$ cat config.mk
export PLATFORM = sky130hd
export DESIGN_NAME = t_state_sequencer_flat
export DESIGN_NICKNAME = d
export VERILOG_FILES = /design/src/rtl/t_state_sequencer_pkg.sv /design/src/rtl/t_state_sequencer_if.sv /design/src/rtl/t_state_sequencer_int_latch.sv /design/src/rtl/t_state_sequencer.sv /design/src/flat_wrapper.sv
export SDC_FILE = /design/constraint.sdc
export NUM_CORES = 1
export LEC_CHECK = 0
export ABC_AREA = 1
export BUFFER_PORTS_ARGS = -buffer_cell sky130_fd_sc_hd__buf_2
export CAP_MARGIN = 20
export CORE_MARGIN = 8
export CORE_UTILIZATION = 49
export CTS_CLUSTER_DIAMETER = 60
export DETAILED_ROUTE_END_ITERATION = 7
export MAX_ROUTING_LAYER = met4
export PLACE_DENSITY = 0.78
export RECOVER_POWER = 100
export SKIP_LAST_GASP = 1
export SYNTH_ARGS = -nofsm -noshare
export SYNTH_HDL_FRONTEND = slang
export SYNTH_SLANG_ARGS = --single-unit
$ cat constraint.sdc
create_clock -name phi2 -period 1.3 [get_ports phi2]
set_input_delay 0.13 -clock phi2 [delete_from_list [all_inputs] [get_ports phi2]]
set_output_delay 0.13 -clock phi2 [all_outputs]
set_load 0.02 [all_outputs]
$ cat src/rtl/t_state_sequencer_pkg.sv
// Shared timing definitions for the T-state sequencer and the control decoder:
// one-hot T states, opcode constants and interrupt source codes.
package timingDefs;

  typedef enum logic [6:0] {
    Tone   = 7'b000_0001,
    Ttwo   = 7'b000_0010,
    Tthree = 7'b000_0100,
    Tfour  = 7'b000_1000,
    Tfive  = 7'b001_0000,
    Tsix   = 7'b010_0000,
    Tseven = 7'b100_0000
  } tstate_e;

  localparam logic [7:0] OP_BRK = 8'h00;
  localparam logic [7:0] OP_NOP = 8'hEA;

  localparam logic [2:0] INT_RESET = 3'b100;
  localparam logic [2:0] INT_NMI   = 3'b010;
  localparam logic [2:0] INT_IRQ   = 3'b001;
  localparam logic [2:0] INT_NONE  = 3'b000;

endpackage

$ cat src/rtl/t_state_sequencer_if.sv
// Bundle between the T-state sequencer (slave) and the decoder/CPU side (master).
// Single-cycle: the master's inputs are sampled on each phi2 edge, and the state outputs come from registers.
interface t_state_sequencer_if;
  logic       rdy;
  logic [7:0] dataIn;
  logic       endInstr;
  logic       nmi_n;
  logic       irq_n;
  logic       iFlag;
  logic [6:0] T;
  logic [7:0] OP;
  logic [7:0] prevOP;
  logic [2:0] activeInt;
  logic       sync;
  logic       seqErr;

  modport master (
    output rdy, dataIn, endInstr, nmi_n, irq_n, iFlag,
    input  T, OP, prevOP, activeInt, sync, seqErr
  );

  modport slave (
    input  rdy, dataIn, endInstr, nmi_n, irq_n, iFlag,
    output T, OP, prevOP, activeInt, sync, seqErr
  );
endinterface

$ cat src/rtl/t_state_sequencer_int_latch.sv
// Interrupt latch: NMI edge detect, reset/NMI pending bits, IRQ gating and priority encode.
// take_code_o is combinational; a source's pending bit clears on the edge where consume_i takes it.
module int_latch
  import timingDefs::*;
(
  input  logic       phi2_i,
  input  logic       rst_i,
  input  logic       nmi_n_i,
  input  logic       irq_n_i,
  input  logic       iflag_i,
  input  logic       consume_i,
  output logic [2:0] take_code_o
);

  logic reset_pend_q, reset_pend_d;
  logic nmi_pend_q, nmi_pend_d;
  logic nmi_prev_q;
  logic nmi_edge;
  logic irq_req;

  assign nmi_edge = nmi_prev_q & ~nmi_n_i;
  assign irq_req  = ~irq_n_i & ~iflag_i;

  always_comb begin
    take_code_o = INT_NONE;
    if (reset_pend_q) begin
      take_code_o = INT_RESET;
    end else if (nmi_pend_q | nmi_edge) begin
      take_code_o = INT_NMI;
    end else if (irq_req) begin
      take_code_o = INT_IRQ;
    end
  end

  // An NMI edge arriving in the consuming cycle is absorbed, not left pending.
  always_comb begin
    reset_pend_d = reset_pend_q & ~(consume_i && take_code_o == INT_RESET);
    nmi_pend_d   = (nmi_pend_q | nmi_edge) & ~(consume_i && take_code_o == INT_NMI);
  end

  always_ff @(posedge phi2_i) begin
    if (rst_i) begin
      reset_pend_q <= 1'b1;
      nmi_pend_q   <= 1'b0;
      nmi_prev_q   <= 1'b1;
    end else begin
      reset_pend_q <= reset_pend_d;
      nmi_pend_q   <= nmi_pend_d;
      nmi_prev_q   <= nmi_n_i;
    end
  end

endmodule

$ cat src/rtl/t_state_sequencer.sv
// One-hot T-state sequencer and opcode register, injecting BRK for taken interrupts.
// All state advances only when rdy is high; rst overrides everything.
module t_state_sequencer
  import timingDefs::*;
(
  input  logic               phi2,
  input  logic               rst,
  t_state_sequencer_if.slave bus
);

  tstate_e    t_q, t_d;
  logic [7:0] op_q, op_d;
  logic [7:0] prev_op_q, prev_op_d;
  logic [2:0] act_q, act_d;
  logic       seq_err_q, seq_err_d;
  logic [2:0] take_code;
  logic       consume;

  assign consume = bus.rdy && (t_q == Tone);

  int_latch u_int_latch (
    .phi2_i      (phi2),
    .rst_i       (rst),
    .nmi_n_i     (bus.nmi_n),
    .irq_n_i     (bus.irq_n),
    .iflag_i     (bus.iFlag),
    .consume_i   (consume),
    .take_code_o (take_code)
  );

  always_comb begin
    t_d       = t_q;
    op_d      = op_q;
    prev_op_d = prev_op_q;
    act_d     = act_q;
    seq_err_d = seq_err_q;
    if (bus.rdy) begin
      unique case (t_q)
        Tone: begin
          prev_op_d = op_q;
          if (take_code != INT_NONE) begin
            op_d  = OP_BRK;
            act_d = take_code;
          end else begin
            op_d  = bus.dataIn;
            act_d = INT_NONE;
          end
          t_d = Ttwo;
        end
        Ttwo, Tthree, Tfour, Tfive, Tsix: begin
          t_d = bus.endInstr ? Tone : tstate_e'(t_q << 1);
        end
        Tseven: begin
          t_d = Tone;
          if (!bus.endInstr) seq_err_d = 1'b1;
        end
        default: t_d = Tone;
      endcase
    end
  end

  always_ff @(posedge phi2) begin
    if (rst) begin
      t_q       <= Tone;
      op_q      <= OP_NOP;
      prev_op_q <= OP_NOP;
      act_q     <= INT_NONE;
      seq_err_q <= 1'b0;
    end else begin
      t_q       <= t_d;
      op_q      <= op_d;
      prev_op_q <= prev_op_d;
      act_q     <= act_d;
      seq_err_q <= seq_err_d;
    end
  end

  assign bus.T         = t_q;
  assign bus.OP        = op_q;
  assign bus.prevOP    = prev_op_q;
  assign bus.activeInt = act_q;
  assign bus.sync      = t_q[0];
  assign bus.seqErr    = seq_err_q;

endmodule

$ cat src/flat_wrapper.sv
// flat-port wrapper written by rule: the top's interface ports become plain ports
module t_state_sequencer_flat import timingDefs::*;
  (phi2, rst, bus_rdy, bus_dataIn, bus_endInstr, bus_nmi_n, bus_irq_n, bus_iFlag, bus_T, bus_OP, bus_prevOP, bus_activeInt, bus_sync, bus_seqErr);
  t_state_sequencer_if bus_i ();
  input  logic phi2;
  input  logic rst;
  input wire logic [$bits(bus_i.rdy)-1:0] bus_rdy;
  input wire logic [$bits(bus_i.dataIn)-1:0] bus_dataIn;
  input wire logic [$bits(bus_i.endInstr)-1:0] bus_endInstr;
  input wire logic [$bits(bus_i.nmi_n)-1:0] bus_nmi_n;
  input wire logic [$bits(bus_i.irq_n)-1:0] bus_irq_n;
  input wire logic [$bits(bus_i.iFlag)-1:0] bus_iFlag;
  output wire logic [$bits(bus_i.T)-1:0] bus_T;
  output wire logic [$bits(bus_i.OP)-1:0] bus_OP;
  output wire logic [$bits(bus_i.prevOP)-1:0] bus_prevOP;
  output wire logic [$bits(bus_i.activeInt)-1:0] bus_activeInt;
  output wire logic [$bits(bus_i.sync)-1:0] bus_sync;
  output wire logic [$bits(bus_i.seqErr)-1:0] bus_seqErr;
  assign bus_i.rdy = bus_rdy;
  assign bus_i.dataIn = bus_dataIn;
  assign bus_i.endInstr = bus_endInstr;
  assign bus_i.nmi_n = bus_nmi_n;
  assign bus_i.irq_n = bus_irq_n;
  assign bus_i.iFlag = bus_iFlag;
  assign bus_T = bus_i.T;
  assign bus_OP = bus_i.OP;
  assign bus_prevOP = bus_i.prevOP;
  assign bus_activeInt = bus_i.activeInt;
  assign bus_sync = bus_i.sync;
  assign bus_seqErr = bus_i.seqErr;
  t_state_sequencer u_core (.phi2(phi2), .rst(rst), .bus(bus_i));
endmodule
==> results.ini <==
[outcome]
status = finished, final reports clean

[place]
hpwl_um = 2260
port-buffer-count = 42
dp_slack_ns = -0.0153
dp.cells = 247
gp_congestion = 0.866

[sta]
maxSlewViolCount = 0
clock.fmax_mhz = 770
setup_viol = 0
fin_crit_ns = 1.30
worst_pin_slew_ns = 0.378
layout_setup_ws_ns = 0.00141
fin_crit_sh = 0.999
finalHoldViolCount = 0
clock_skew_ns = 0.00663
slew_headroom = 0.746
rsz0062_at_grt = yes

[logic_synthesis]
avgSynthCellArea_um2 = 7.54
synth_cells = 174
netlist_area_um2 = 1310
synth_top_area_frac = 0.458
ys_types = 26
yosys-top-cells-area = dfxtp_1, nand2_1, a21oi_1, inv_1, nand3_1
ys_warn_count = 0
synth_area_leader_cell = dfxtp_1
ys_seq_area_frac = 0.458
synth_fp_nets = 189
synth-seq-cells = 30

[finish]
drive_above_1_share = 0.306
stdcell_count = 262
post-route-util = 0.692
layout_common_cells = nand2_1, clkbuf_1, dfxtp_1
areaGrowthSynthToFinish_pct = 31.7
final_common_cell = nand2_1
nets = 246
antenna_cells = 0

[power_and_ir_drop]
seqPwrFrac = 0.510
sw_frac_of_total = 0.305
p_clk_frac = 0.279
p_int_mw = 1.39
p_sw_mw = 0.611
p_per_area_nw_per_um2 = 1160
comb_power_share = 0.211
ir_drop_v = 0.000799
p_leak_nw = 0.758

[floorplan]
num_rows = 18
start_util = 0.525
coreArea_um2 = 2500
fp.dieArea_um2 = 4590
die_w_um = 67.8
dieHeight_um = 67.8
io-pin-count = 43

[worst_setup_path]
cp.arrival_ns = 1.52
crit_type = flip-flop to flip-flop
slowest_stage = dfxtp_2
cpMostUsedCell = nor2_4
crit_path_max_fanout = 6
critPathTopFamily = simple AND/OR/NAND/NOR gates
required_ns = 1.52
crit_chain = nor2_4, nand3_2, nor2_4, nand2_4, clkbuf_16, a21oi_2, nand2_1
cp_num_buf_inv = 1
start_kind = flip-flop
cpPeakStageDelay_ns = 0.36
end_kind = flip-flop

[cts]
cts_buffer_depth = 2
cts_sinks = 30
worstSkewPairLatency_ns = 0.32
cts-htree-levels = 2
root_buffer = clkbuf_4
clk_pin_slew_ns = 0.09
cts_buffers = 5
cts_tree = built

[routing]
vias_per_cell = 4.99
first_pass_iters = 4
postRouteAntennaNets = 0
drtIter0Drc = 75
wl_per_cell_um = 12.6
wirelength_um = 3310
vias = 1307
drc_errors = 0

[global_route]
grt_max_degree = 21
antenna_found_initial = 0
grt-ovfl-total = 0
grt.total_usage = 0.154
grt_pass1_vias = 1234
grt_pass1_wl_um = 5260

[hold_path]
hp-class = primary input to flip-flop

[flow_run]
maxCapViolCount = 0

## per-layer routing
metal,track usage,share of wire,vias up
li1,-,-,662
met1,0.174,0.41,589
met2,0.237,0.49,48
met3,0.0629,0.084,8
met4,0.0601,0.017,0
met5,-,0,-
## through the flow
| step | hold WS [ns] | cell area, um2 | TNS [ns] | total power [mW] |
|---|---|---|---|---|
| 2_1_floorplan | 0.227 | 1310 | 0 | 1.31 |
| 3_3_place_gp | 0.318 | 1570 | 0 | 1.41 |
| 3_5_place_dp | 0.327 | 1570 | -0.0227 | 1.42 |
| 4_1_cts | 0.0222 | 1670 | -0.000304 | 2.00 |
| 5_1_grt | 0.00147 | 1730 | -0.333 | 2.12 |
| 6_report | 0.0294 | 1730 | 0 | 2.01 |
## worst reg2reg max path: cells and delay by family, from the launching register on
kind | cells | cell delay (ns)
compound gates | 1 | 0.11
simple gates | 5 | 0.55
flops | 1 | 0.36
buf+inv | 1 | 0.18
## power groups by stage
stage | Sequential, mW | Clock (mW) | Combinational [mW]
2_1_floorplan | 1.10 | 0 | 0.213
3_3_place_gp | 1.04 | 0 | 0.376
3_5_place_dp | 1.04 | 0 | 0.383
4_1_cts | 1.02 | 0.578 | 0.402
5_1_grt | 1.03 | 0.628 | 0.459
6_report | 1.02 | 0.560 | 0.423
## flip-flops by register name, summed over array words and instances, names as in the netlist
| name | cells |
|---|---|
| u_core.u_int_latch.nmi_pend_q | 1 |
| u_core.bus.T | 7 |
| u_core.u_int_latch.reset_pend_q | 1 |
| u_core.bus.seqErr | 1 |
| u_core.bus.OP | 8 |
| u_core.bus.activeInt | 3 |
| u_core.bus.prevOP | 8 |
| u_core.u_int_latch.nmi_prev_q | 1 |
## cell type report
class                   instances  area, um2
clock buffers                   7       55.1
clock inverters                 1       5.00
fillers                       228        771
inverters                      20       80.1
multi-input cells             119        641
flip-flops and latches         30        604
well taps                      30       37.5
repair buffers                 55        307
## cells by family after synthesis
| logic type | after synthesis | share of synthesized area |
|---|---|---|
| simple gates | 93 | 0.325 |
| flops | 30 | 0.458 |
| buf+inv | 26 | 0.106 |
| compound gates | 25 | 0.112 |
## final timing paths
path                startpoint                 to  slack, ns  cells past startpoint
max reg2reg    u_core.bus.T[3]   u_core.bus.OP[3]      0.001                      7
max            u_core.bus.T[3]   u_core.bus.OP[3]      0.001                      7
min reg2reg  u_core.bus.seqErr  u_core.bus.seqErr       0.45                      2
min              bus_dataIn[5]   u_core.bus.OP[5]       0.03                      3
## what timing repair did
action / CTS / global route
gates cloned: 0 / 2
setup endpoints to repair: 6 / 27
resized for setup: 1 / 20
hold endpoints to repair: 1 / 0
buffers inserted: 4 / 0
pin swaps: 3 / 10
hold buffers: 1 / 0
## synth_stat cells
cell	number
o21ai_0	1
nand3_2	1
nor3_1	1
dfxtp_1	30
inv_6	1
a21oi_1	18
clkinv_1	1
nand4_1	2
nand2_1	56
nor2_8	1
a21o_1	1
nor2_1	13
a21oi_2	5
inv_1	15
nand2_2	1
buf_12	1
or2_2	1
nand2_4	2
clkbuf_1	1
buf_2	1
nor2_2	3
inv_2	3
buf_6	2
buf_4	1
nor2_4	1
nand3_1	11
Note: power is estimated with default switching activity, not from simulation.
